<file path="config.mk">
export PLATFORM = sky130hd
export DESIGN_NAME = spi_tx_feeder
export DESIGN_NICKNAME = d
export VERILOG_FILES = /design/src/rtl/spi_pkg.sv /design/src/rtl/spi_sync_fifo.sv /design/src/rtl/spi_tx_feeder.sv
export SDC_FILE = /design/constraint.sdc
export NUM_CORES = 1
export LEC_CHECK = 0
export CAP_MARGIN = 20
export CELL_PAD_IN_SITES_DETAIL_PLACEMENT = 0
export CELL_PAD_IN_SITES_GLOBAL_PLACEMENT = 2
export CORE_MARGIN = 1
export CORE_UTILIZATION = 40
export CTS_CLUSTER_SIZE = 10
export DETAILED_ROUTE_END_ITERATION = 6
export MAX_ROUTING_LAYER = met4
export PLACE_DENSITY_LB_ADDON = 0.12
export SYNTH_ARGS = -nofsm -noshare
export SYNTH_HDL_FRONTEND = slang
export SYNTH_SLANG_ARGS = --single-unit
</file>
<file path="constraint.sdc">
create_clock -name clk -period 5.5 [get_ports clk]
set_input_delay 0.55 -clock clk [delete_from_list [all_inputs] [get_ports clk]]
set_output_delay 0.55 -clock clk [all_outputs]
set_load 0.05 [all_outputs]
</file>
<file path="src/rtl/spi_pkg.sv">
// Shared types and defaults for the SPI transmit path.
// Feeder FSM encoding and timing constants live here.
package spi_pkg;

  localparam int SPI_DW        = 12;
  localparam int FD_TIMEOUT    = 64;
  localparam int FD_GAP_CYCLES = 4;

  typedef enum logic [1:0] {
    FD_IDLE,
    FD_REQ,
    FD_XFER,
    FD_GAP
  } feeder_state_t;

endpackage

</file>
<file path="src/rtl/spi_sync_fifo.sv">
// Single-clock FIFO with first-word-fall-through read data.
// DEPTH is a power of two so the pointers wrap naturally.
module spi_sync_fifo #(
  parameter int DW    = 12,
  parameter int DEPTH = 8,
  localparam int AW   = $clog2(DEPTH)
) (
  input  logic          clk,
  input  logic          rst,
  input  logic          push,
  input  logic          pop,
  input  logic [DW-1:0] wdata,
  output logic [DW-1:0] rdata,
  output logic [AW:0]   level,
  output logic          full,
  output logic          empty
);

  logic [DW-1:0] mem_q [DEPTH];
  logic [AW-1:0] wr_q, wr_d;
  logic [AW-1:0] rd_q, rd_d;
  logic [AW:0]   cnt_q, cnt_d;
  logic          push_ok, pop_ok;

  assign full    = (cnt_q == (AW+1)'(DEPTH));
  assign empty   = (cnt_q == '0);
  assign push_ok = push && !full;
  assign pop_ok  = pop && !empty;
  assign rdata   = mem_q[rd_q];
  assign level   = cnt_q;

  always_comb begin
    wr_d  = wr_q;
    rd_d  = rd_q;
    cnt_d = cnt_q + (AW+1)'(push_ok) - (AW+1)'(pop_ok);
    if (push_ok) wr_d = wr_q + 1'b1;
    if (pop_ok)  rd_d = rd_q + 1'b1;
  end

  always_ff @(posedge clk) begin
    if (rst) begin
      wr_q  <= '0;
      rd_q  <= '0;
      cnt_q <= '0;
    end else begin
      wr_q  <= wr_d;
      rd_q  <= rd_d;
      cnt_q <= cnt_d;
    end
  end

  // Storage needs no reset; occupancy alone decides validity.
  always_ff @(posedge clk) begin
    if (push_ok) mem_q[wr_q] <= wdata;
  end

endmodule

</file>
<file path="src/rtl/spi_tx_feeder.sv">
// Feeds queued words to the SPI master, one frame per word,
// pacing newd/din against the master's synchronized cs.
module spi_tx_feeder
  import spi_pkg::*;
#(
  parameter int DW         = SPI_DW,
  parameter int DEPTH      = 8,
  parameter int GAP_CYCLES = FD_GAP_CYCLES,
  parameter int TIMEOUT    = FD_TIMEOUT,
  localparam int LW        = $clog2(DEPTH) + 1
) (
  input  logic          clk,
  input  logic          rst,
  input  logic          s_valid,
  output logic          s_ready,
  input  logic [DW-1:0] s_data,
  output logic          newd,
  output logic [DW-1:0] din,
  input  logic          cs,
  output logic          busy,
  output logic [LW-1:0] level,
  output logic          sent,
  output logic          err
);

  localparam int TW = $clog2(TIMEOUT + 1);
  localparam int GW = $clog2(GAP_CYCLES + 1);

  feeder_state_t state_q, state_d;
  logic [TW-1:0] tcnt_q, tcnt_d;
  logic [GW-1:0] gcnt_q, gcnt_d;
  logic [DW-1:0] din_q, din_d;
  logic          newd_q, newd_d;
  logic          busy_q, busy_d;
  logic          sent_q, sent_d;
  logic          err_q, err_d;
  logic          cs_m_q, cs_s_q;
  logic          full, empty, pop;
  logic [DW-1:0] rdata;

  spi_sync_fifo #(
    .DW    (DW),
    .DEPTH (DEPTH)
  ) u_fifo (
    .clk   (clk),
    .rst   (rst),
    .push  (s_valid && s_ready),
    .pop   (pop),
    .wdata (s_data),
    .rdata (rdata),
    .level (level),
    .full  (full),
    .empty (empty)
  );

  assign s_ready = !full;
  assign newd    = newd_q;
  assign din     = din_q;
  assign busy    = busy_q;
  assign sent    = sent_q;
  assign err     = err_q;

  always_comb begin
    state_d = state_q;
    tcnt_d  = tcnt_q;
    gcnt_d  = gcnt_q;
    din_d   = din_q;
    newd_d  = newd_q;
    sent_d  = 1'b0;
    err_d   = 1'b0;
    pop     = 1'b0;
    unique case (state_q)
      FD_IDLE: begin
        if (!empty) begin
          pop     = 1'b1;
          din_d   = rdata;
          newd_d  = 1'b1;
          tcnt_d  = '0;
          state_d = FD_REQ;
        end
      end
      FD_REQ: begin
        if (!cs_s_q) begin
          newd_d  = 1'b0;
          state_d = FD_XFER;
        end else if (tcnt_q == TW'(TIMEOUT - 1)) begin
          newd_d  = 1'b0;
          err_d   = 1'b1;
          gcnt_d  = '0;
          state_d = FD_GAP;
        end else begin
          tcnt_d = tcnt_q + 1'b1;
        end
      end
      FD_XFER: begin
        if (cs_s_q) begin
          sent_d  = 1'b1;
          gcnt_d  = '0;
          state_d = FD_GAP;
        end
      end
      FD_GAP: begin
        if (gcnt_q == GW'(GAP_CYCLES - 1)) state_d = FD_IDLE;
        else gcnt_d = gcnt_q + 1'b1;
      end
      default: state_d = FD_IDLE;
    endcase
    busy_d = (state_d != FD_IDLE);
  end

  always_ff @(posedge clk) begin
    if (rst) begin
      state_q <= FD_IDLE;
      tcnt_q  <= '0;
      gcnt_q  <= '0;
      din_q   <= '0;
      newd_q  <= 1'b0;
      busy_q  <= 1'b0;
      sent_q  <= 1'b0;
      err_q   <= 1'b0;
      cs_m_q  <= 1'b1;
      cs_s_q  <= 1'b1;
    end else begin
      state_q <= state_d;
      tcnt_q  <= tcnt_d;
      gcnt_q  <= gcnt_d;
      din_q   <= din_d;
      newd_q  <= newd_d;
      busy_q  <= busy_d;
      sent_q  <= sent_d;
      err_q   <= err_d;
      cs_m_q  <= cs;
      cs_s_q  <= cs_m_q;
    end
  end

endmodule

</file>
==> results by group, run 1 <==
GRT
  • Vias in the first global route: 3146
  • Grt ovf: 0
  • Initial antenna violation count: 0
  • Largest net degree at the start of global routing: 40
  • First-pass GRT wire length: 17000 um
  • Total track usage: 17.3%

Critical path
  • Worst Path Buf+Inv: 3
  • Worst Setup End Kind: flip-flop
  • WP depth: 11
  • Critical Path Source Type: flip-flop
  • Critical path type: reg -> reg
  • CP Cell Sequence: inv_1 > ha_1 > or3b_2 > nand2_2 > inv_1 > ha_1 > inv_1 > ha_1 > fa_1 > xnor2_1 > nor2_1
  • Kind of cell adding the most delay to the critical path: adder cells
  • CP arrival: 3.52 ns
  • Worst path required time: 5.80 ns
  • Crit-path max cell delay: 0.47 ns
  • R2R cell count: 11
  • Max Fanout on Critical Path: 20
  • CP max stage cell: or3b_2

Placed design
  • Buffers on Ports: 36
  • DP Wirelength: 6570 um
  • Final Wtd Congestion: 0.738
  • Dpl ws: 2.23 ns

Synthesis
  • Simple logic cell fraction of the synthesized area: 8.19%
  • Synthesized cell area: 5380 sq um
  • Fraction of registers with async set/reset: 0%
  • Synthesized netlist net count: 391
  • Synth top area share: 53.6%
  • Cell with the most instances after synthesis: edfxtp_1
  • Largest family of logic cells by synthesized area: multiplexers
  • Synth warn: 0
  • Post-synthesis xor/xnor area fraction: 1.14%
  • EDFF count, synth: 96
  • Cell taking the most area after synthesis: edfxtp_1
  • Synth Area in Compound Gates: 6.35%
  • Most frequent cells after synthesis: edfxtp_1, dfxtp_1, nor2_1
  • Adder-cell share of the synthesized area: 2.93%
  • Synth Instances: 363
  • Synth area leaders: edfxtp_1, dfxtp_1, mux4_2
  • Yosys cell types: 46
  • Mux contribution to synthesized area: 9.89%
  • Register bit total from synthesis: 136
  • Top_reg_cell synth: edfxtp_1
  • Avg Cell Area, Syn: 14.8 sq um
  • Post-synthesis sequential area ratio: 68.5%

Route
  • Drt pass-1 iters: 4
  • Post-route ant nets: 0
  • Drt drc: 0
  • Via count: 3020
  • Via density per instance: 5.08
  • Post-Route WL: 10800 um
  • Avg WL per Cell: 18.1 um
  • DR iter-0 viols: 257

Timing
  • Worst Skew: 0.0163 ns
  • Final count of pins violating max slew: 0
  • Setup TNS: 0 ns
  • Max Fclk: 310 MHz
  • RSZ-0062 raised after global routing: false
  • Worst Tran Pin Value: 0.777 ns
  • Final Cycle Share: 58.6%
  • Final Setup Violations: 0
  • Final hold viol count: 0
  • Max-slew headroom: 48.1%
  • Final WS setup: 2.28 ns
  • Final worst path period need: 3.22 ns

Die
  • Initial Utilization: 41.7%
  • Chip Height: 118 um
  • Width of the die: 118 um
  • Total core area: 12900 sq um
  • Die area: 13900 sq um
  • Number of top-level pins: 37
  • Row count: 41

Finish
  • Synth-to-Final Area Change: 21.7%
  • Antenna fix cells: 0
  • Share of cells above drive strength 1: 15.4%
  • NumNets Final: 438

CTS
  • CTS tree: done
  • # H-tree levels: 4
  • Skew-Pair Late Insertion Delay: 0.42 ns
  • Clock-pin slew on the worst setup and hold paths: 0.06 ns
  • TritonCTS Buffers: 17
  • Clock Sinks: 136
  • Post-CTS setup buffers: 0
  • PostCTS Resize Cnt: 0
  • Hold Buf Count CTS: 0
  • Clock tree buffer depth: 2
  • CTS Root Cell: clkbuf_16

Pwr
  • Leakage: 0.00222 uW
  • Peak VDD IR: 0.000381 V
  • Power Density: 536 nW/um^2

Run
  • Max-cap violation count: 0

Run status
  • Status: finished, final reports clean

Min path
  • Worst hold path cell count: 1
  • Worst Hold Class: reg -> reg
cells in the final DEF (no fill, tap or decap), drive strengths merged, types with 3 or more instances in the layout:
cell type / n
nand2b: 4
o22ai: 13
mux4: 12
nand3: 7
or2: 5
clkbuf: 18
o21ai: 5
nor3: 17
a21oi: 9
nor2: 29
clkdlybuf4s50: 36
xor2: 4
a211oi: 15
bufinv: 4
inv: 12
mux2i: 25
buf: 11
dfxtp: 40
nand2: 11
nor2b: 3
edfxtp: 96
clkinv: 8
xnor2: 3
ha: 11
logic make-up after synthesis:
logic type / count (synthesis)
xor gates and xnor gates: 7
adders and majority gates: 12
buffers and inverters: 31
DFF: 136
muxes: 38
and+or+nand+nor: 88
AOI/OAI and AO/OA: 51
through the flow:
stage / utilization (%) / instances / instance area, sq um / total power [uW] / hold slack, ns
2_1_floorplan: - / 363 / 5380 / 2090 / 0.389
3_3_place_gp: 46.1 / 563 / 5930 / 2370 / 0.394
3_5_place_dp: 46.1 / 563 / 5930 / 2380 / 0.394
4_1_cts: 50.8 / 595 / 6540 / 3550 / 0.407
5_1_grt: 50.8 / 595 / 6540 / 3690 / 0.432
6_report: 50.8 / 595 / 6540 / 3510 / 0.407
layer usage:
metal / routed length (um) / share of wire, % / GRT usage [%]
met3: 414 / 3.8 / 5.72
met1: 5120 / 48 / 21.7
met4: 125 / 1.2 / 6.09
met5: 0 / 0 / -
met2: 5100 / 47 / 26.1
worst paths after layout:
path	slack, ns	startpoint	to
worst max-delay path	2.28	u_fifo.level[2]	u_fifo.level[2]
worst max register to register	2.28	u_fifo.level[2]	u_fifo.level[2]
worst min register to register	0.41	cs_m_q	cs_s_q
worst min-delay path	0.41	cs_m_q	cs_s_q
layout make-up:
class	count	area, sq um
fill	1111	6330
multi-input combinational	196	1540
clock inverter	14	181
clock buffer	18	429
timing repair buffer	47	443
sequential	136	3680
inverter	12	45.0
tap	172	215
report_power, final:
| part | internal (uW) | leakage [uW] | switching, uW |
|---|---|---|---|
| Sequential | 1210 | 0.00120 | 96.3 |
| Clock | 752 | 0.000297 | 413 |
| Combinational | 397 | 0.000721 | 633 |
sequential cells by signal, indices dropped and copies added (netlist names), 2 cells and up:
signal and count:
u_fifo.wr_q 3, gcnt_q 3, u_fifo.rd_q 3, tcnt_q 7, u_fifo.mem_q 96, din 12
state_q 2, u_fifo.level 4
(Power assumes the default switching activity.)
==> inputs of run 2 (changes only) <==
==> constraint.sdc (replaced) <==
create_clock -name clk -period 3.04 [get_ports clk]
set_input_delay 0.304 -clock clk [delete_from_list [all_inputs] [get_ports clk]]
set_output_delay 0.304 -clock clk [all_outputs]
set_load 0.05 [all_outputs]
==> run 2 against run 1 <==
Die area stayed put. Final area hardly changed. Clock-buffer cell count is 2 higher. Critical path depth is 7 lower. Sequential share of layout area is 0.054 points lower. Via count is 1.4% higher. Hold slack worse by 0.0022 ns. Combinational power is 90% higher. Routed wire length is 0.15% lower. Final cell count is 1.2% higher. Non-clock buffer count is 8 higher. Global-route usage hardly changed. Largest power group unchanged.
==> results by group, run 2 (synthesis gave the netlist of run 1 again) <==
Timing
  • Worst Tran Pin Value: 0.681 ns
  • Final hold viol count: 0
  • Worst Skew: 0.00673 ns
  • Final worst path period need: 2.50 ns
  • Max Fclk: 401 MHz
  • RSZ-0062 raised after global routing: false
  • Final count of pins violating max slew: 0
  • Max-slew headroom: 54.5%
  • Final Setup Violations: 0
  • Final Cycle Share: 82.1%
  • Hold Worst Slack: 0.405 ns
  • Setup TNS: 0 ns

Finish
  • Leading cell types in the layout, fill and taps excluded: edfxtp_1, dfxtp_1, clkdlybuf4s50_1
  • Most flops, register: u_fifo.mem_q
  • Synth-to-Final Area Change: 21.8%
  • NumNets Final: 446
  • Commonest non-fill, non-tap cell in the layout: edfxtp_1
  • Antenna fix cells: 0
  • Fillers: 1125
  • Register area: 3680 sq um
  • Multi-input logic area: 1540 sq um
  • Largest register FFs: 96
  • Share of cells above drive strength 1: 15.8%

Die
  • Row count: 41
  • Chip Height: 118 um
  • Total core area: 12900 sq um
  • Number of top-level pins: 37
  • Die area: 13900 sq um
  • Width of the die: 118 um
  • Initial Utilization: 41.7%

Placed design
  • Buffers on Ports: 36
  • Final Wtd Congestion: 0.717
  • DP Wirelength: 6770 um

Critical path
  • CP arrival: 2.19 ns
  • Critical path type: reg -> out
  • Max Fanout on Critical Path: 5
  • CP Cell Sequence: inv_1 > ha_1 > or3b_2 > clkdlybuf4s50_1
  • FF-to-FF End: u_fifo.level[2]
  • Worst Path Buf+Inv: 2
  • Worst Setup End Kind: output pin
  • R2R Path Start: u_fifo.level[2]
  • Kind of cell adding the most delay to the critical path: buffers and inverters
  • Critical Path Source Type: flip-flop
  • CP max stage cell: clkdlybuf4s50_1
  • Worst path required time: 2.74 ns
  • Setup slack, reg-to-reg: 0.66 ns
  • Crit-path max cell delay: 0.73 ns
  • R2R cell count: 11

Route
  • Drt pass-1 iters: 4
  • DR iter-0 viols: 144
  • Avg WL per Cell: 17.9 um
  • Post-route ant nets: 0
  • Drt drc: 0
  • Post-Route WL: 10700 um
  • Via density per instance: 5.09
  • Via count: 3063

CTS
  • Clock tree buffer depth: 2
  • CTS Root Cell: clkbuf_16
  • TritonCTS Buffers: 17
  • Clock-pin slew on the worst setup and hold paths: 0.05 ns
  • Hold Buf Count CTS: 0
  • Skew-Pair Late Insertion Delay: 0.42 ns
  • Clock Sinks: 136
  • CTS tree: done
  • PostCTS Resize Cnt: 0
  • Post-CTS setup buffers: 0
  • # H-tree levels: 4

Pwr
  • Leakage: 0.00223 uW
  • Peak VDD IR: 0.000386 V
  • Power Density: 948 nW/um^2

GRT
  • Grt ovf: 0
  • Initial antenna violation count: 0
  • Vias in the first global route: 2992
  • Total track usage: 17.3%
  • Largest net degree at the start of global routing: 28
  • First-pass GRT wire length: 17000 um

Run
  • Max-cap violation count: 0

Min path
  • Worst hold path cell count: 1
  • Hold EP: cs_s_q
  • Hold path start: cs_m_q
  • Worst Hold Class: reg -> reg

Run status
  • Status: finished, final reports clean
## run 2: layer usage
metal | global-route usage (%) | wire length [um] | vias up
li1 | - | - | 1496
met2 | 25.6 | 5080 | 44
met4 | 7.13 | 157 | 0
met1 | 22.4 | 5180 | 1510
met5 | - | 0 | -
met3 | 5.04 | 328 | 13
## run 2: stage by stage
step | cells | total power, uW | setup WS (ns) | utilization [%] | area (sq um)
final | 602 | 6210 | 0.544 | 50.9 | 6550
after global routing | 602 | 6540 | 0.457 | 50.9 | 6550
after CTS | 602 | 6290 | 0.509 | 50.9 | 6550
after detailed placement | 571 | 4380 | 0.675 | 46.6 | 6000
after global placement | 571 | 4370 | 0.684 | 46.6 | 6000
after floorplan | 363 | 3780 | 0.190 | - | 5390
## run 2: final cells by class
type | instances | share of cell area (%)
Tap cell | 172 | 3.29
Timing Repair Buffer | 55 | 7.87
Clock buffer | 20 | 6.67
Multi-Input combinational cell | 196 | 23.6
Inverter | 12 | 0.688
Clock inverter | 11 | 1.64
Sequential cell | 136 | 56.3
## run 2: how the worst max path moves through the flow
stage                               start                 end  cells past startpoint  slack, ns
after floorplan           u_fifo.level[2]  u_fifo.mem_q[2][0]                      7       0.19
after global placement    u_fifo.level[2]     u_fifo.level[2]                     11       0.68
after detailed placement  u_fifo.level[2]     u_fifo.level[2]                     11       0.67
after CTS                 u_fifo.level[2]             s_ready                      4       0.51
after global routing      u_fifo.level[2]             s_ready                      4       0.46
final                     u_fifo.level[2]             s_ready                      4       0.54
## run 2: power by group
part | total (uW) | internal [uW] | switching [uW]
combinational | 1960 | 777 | 1180
clock | 1900 | 1190 | 716
sequential | 2350 | 2200 | 151
==> inputs of run 3 (changes only) <==
==> constraint.sdc (replaced) <==
create_clock -name clk -period 2.55 [get_ports clk]
set_input_delay 0.255 -clock clk [delete_from_list [all_inputs] [get_ports clk]]
set_output_delay 0.255 -clock clk [all_outputs]
set_load 0.05 [all_outputs]
==> run 3 against run 2 <==
Non-clock buffer count shrank 2. Worst setup slack got worse by 0.33 ns. Final area shrank 0.25%. Critical path type is now reg -> reg. Critical endpoint is now u_fifo.level[2]. Largest power group unchanged.
==> results by group, run 3 (synthesis gave the netlist of run 1 again) <==
Pwr
  • Peak VDD IR: 0.000426 V
  • Leakage: 0.00221 uW
  • Power Density: 1120 nW/um^2

Timing
  • Setup TNS: 0 ns
  • Final hold viol count: 0
  • Final count of pins violating max slew: 0
  • Max-slew headroom: 51.7%
  • Worst Skew: 0.00845 ns
  • Max Fclk: 428 MHz
  • RSZ-0062 raised after global routing: false
  • Final Cycle Share: 91.6%
  • Worst Tran Pin Value: 0.725 ns
  • Final worst path period need: 2.34 ns
  • Final Setup Violations: 0

Route
  • Top layer in use: met4
  • Post-Route M1 WL: 5060 um
  • Metal2 WL: 5220 um
  • Drt drc: 0
  • Via density per instance: 5.19
  • Via count: 3118
  • Avg WL per Cell: 18.1 um
  • Drt pass-1 iters: 4
  • DR iter-0 viols: 162
  • WL met3: 320 um
  • Post-Route WL: 10900 um
  • Post-route ant nets: 0

Run
  • Max-cap violation count: 0

Finish
  • NumNets Final: 444
  • Synth-to-Final Area Change: 21.5%
  • Final design instance area without fill: 6530 sq um
  • Largest register FFs: 96
  • Leading cell types in the layout, fill and taps excluded: edfxtp_1, dfxtp_1, clkdlybuf4s50_1
  • Antenna fix cells: 0
  • Most flops, register: u_fifo.mem_q
  • Share of cells above drive strength 1: 17.7%
  • Commonest non-fill, non-tap cell in the layout: edfxtp_1

GRT
  • First-pass GRT wire length: 17600 um
  • Vias in the first global route: 3204
  • Grt ovf: 0
  • Largest net degree at the start of global routing: 23
  • Initial antenna violation count: 0
  • Total track usage: 18.0%

CTS
  • Post-CTS setup buffers: 0
  • Hold Buf Count CTS: 0
  • PostCTS Resize Cnt: 0
  • CTS Root Cell: clkbuf_16
  • TritonCTS Buffers: 17
  • Clock tree buffer depth: 2
  • Skew-Pair Late Insertion Delay: 0.42 ns
  • # H-tree levels: 4
  • CTS tree: done
  • Clock Sinks: 136
  • Clock-pin slew on the worst setup and hold paths: 0.06 ns

Critical path
  • CP max stage cell: or3b_4
  • CP Cell Sequence: inv_1 > ha_1 > or3b_4 > nand2_4 > inv_1 > ha_1 > inv_1 > ha_1 > fa_1 > xnor2_1 > nor2_1
  • Critical Path Source Type: flip-flop
  • Crit-path max cell delay: 0.40 ns
  • CP arrival: 2.64 ns
  • Worst path required time: 2.86 ns
  • Max Fanout on Critical Path: 3
  • Critical path type: reg -> reg
  • Worst Setup End Kind: flip-flop

Die
  • Die area: 13900 sq um
  • Chip Height: 118 um
  • Width of the die: 118 um
  • Number of top-level pins: 37
  • Total core area: 12900 sq um
  • Row count: 41
  • Initial Utilization: 41.7%

Placed design
  • Buffers on Ports: 36
  • Final Wtd Congestion: 0.717
  • DP Wirelength: 6920 um
  • Placed Area: 6000 sq um

Run status
  • Status: finished, final reports clean

Min path
  • Worst Hold Class: in -> reg
[run 3: routing by layer]
layer | GRT usage, % | vias up
met5 | - | -
met3 | 5.57 | 26
met4 | 7.85 | 0
met1 | 22.2 | 1550
li1 | - | 1491
met2 | 27.2 | 51
[run 3: metrics by stage]
| stage | setup slack [ns] | std cells | hold slack [ns] | power [uW] | util (%) |
|---|---|---|---|---|---|
| after floorplan | 0.0604 | 363 | 0.354 | 4540 | - |
| after global placement | 0.243 | 569 | 0.393 | 5210 | 46.6 |
| after detailed placement | 0.216 | 569 | 0.398 | 5210 | 46.6 |
| after CTS | 0.0382 | 601 | 0.388 | 7390 | 50.7 |
| after global routing | 0.0847 | 601 | 0.395 | 7700 | 50.7 |
| final | 0.214 | 601 | 0.397 | 7300 | 50.7 |
[run 3: layout make-up]
type | count | area (sq um)
multi-input combinational | 196 | 1560
clock buffer | 17 | 425
timing repair buffer | 53 | 490
sequential | 136 | 3690
clock inverter | 15 | 101
inverter | 12 | 45.0
tap | 172 | 215
fill | 1107 | 6340
[run 3: worst paths after layout]
kind	from	endpoint	slack [ns]	depth (start not counted)
worst max register to register	u_fifo.level[2]	u_fifo.level[2]	0.21	11
worst min register to register	cs_m_q	cs_s_q	0.41	1
worst max-delay path	u_fifo.level[2]	u_fifo.level[2]	0.21	11
worst min-delay path	cs	cs_m_q	0.40	2
[run 3: critical path, delay by kind of cell, from the launching register on]
kind	cells	cell delay, ns
flops	1	0.33
simple gates	3	0.52
buf+inv	3	0.19
xor+xnor	1	0.14
fa+ha+maj	4	1.03
[run 3: report_power, final]
group	total, uW	switching (uW)	internal (uW)	leakage, uW
Combinational	2330	1420	910	0.000754
Sequential	2800	182	2620	0.00120
Clock	2170	935	1240	0.000251
Total	7300	2540	4770	0.00221
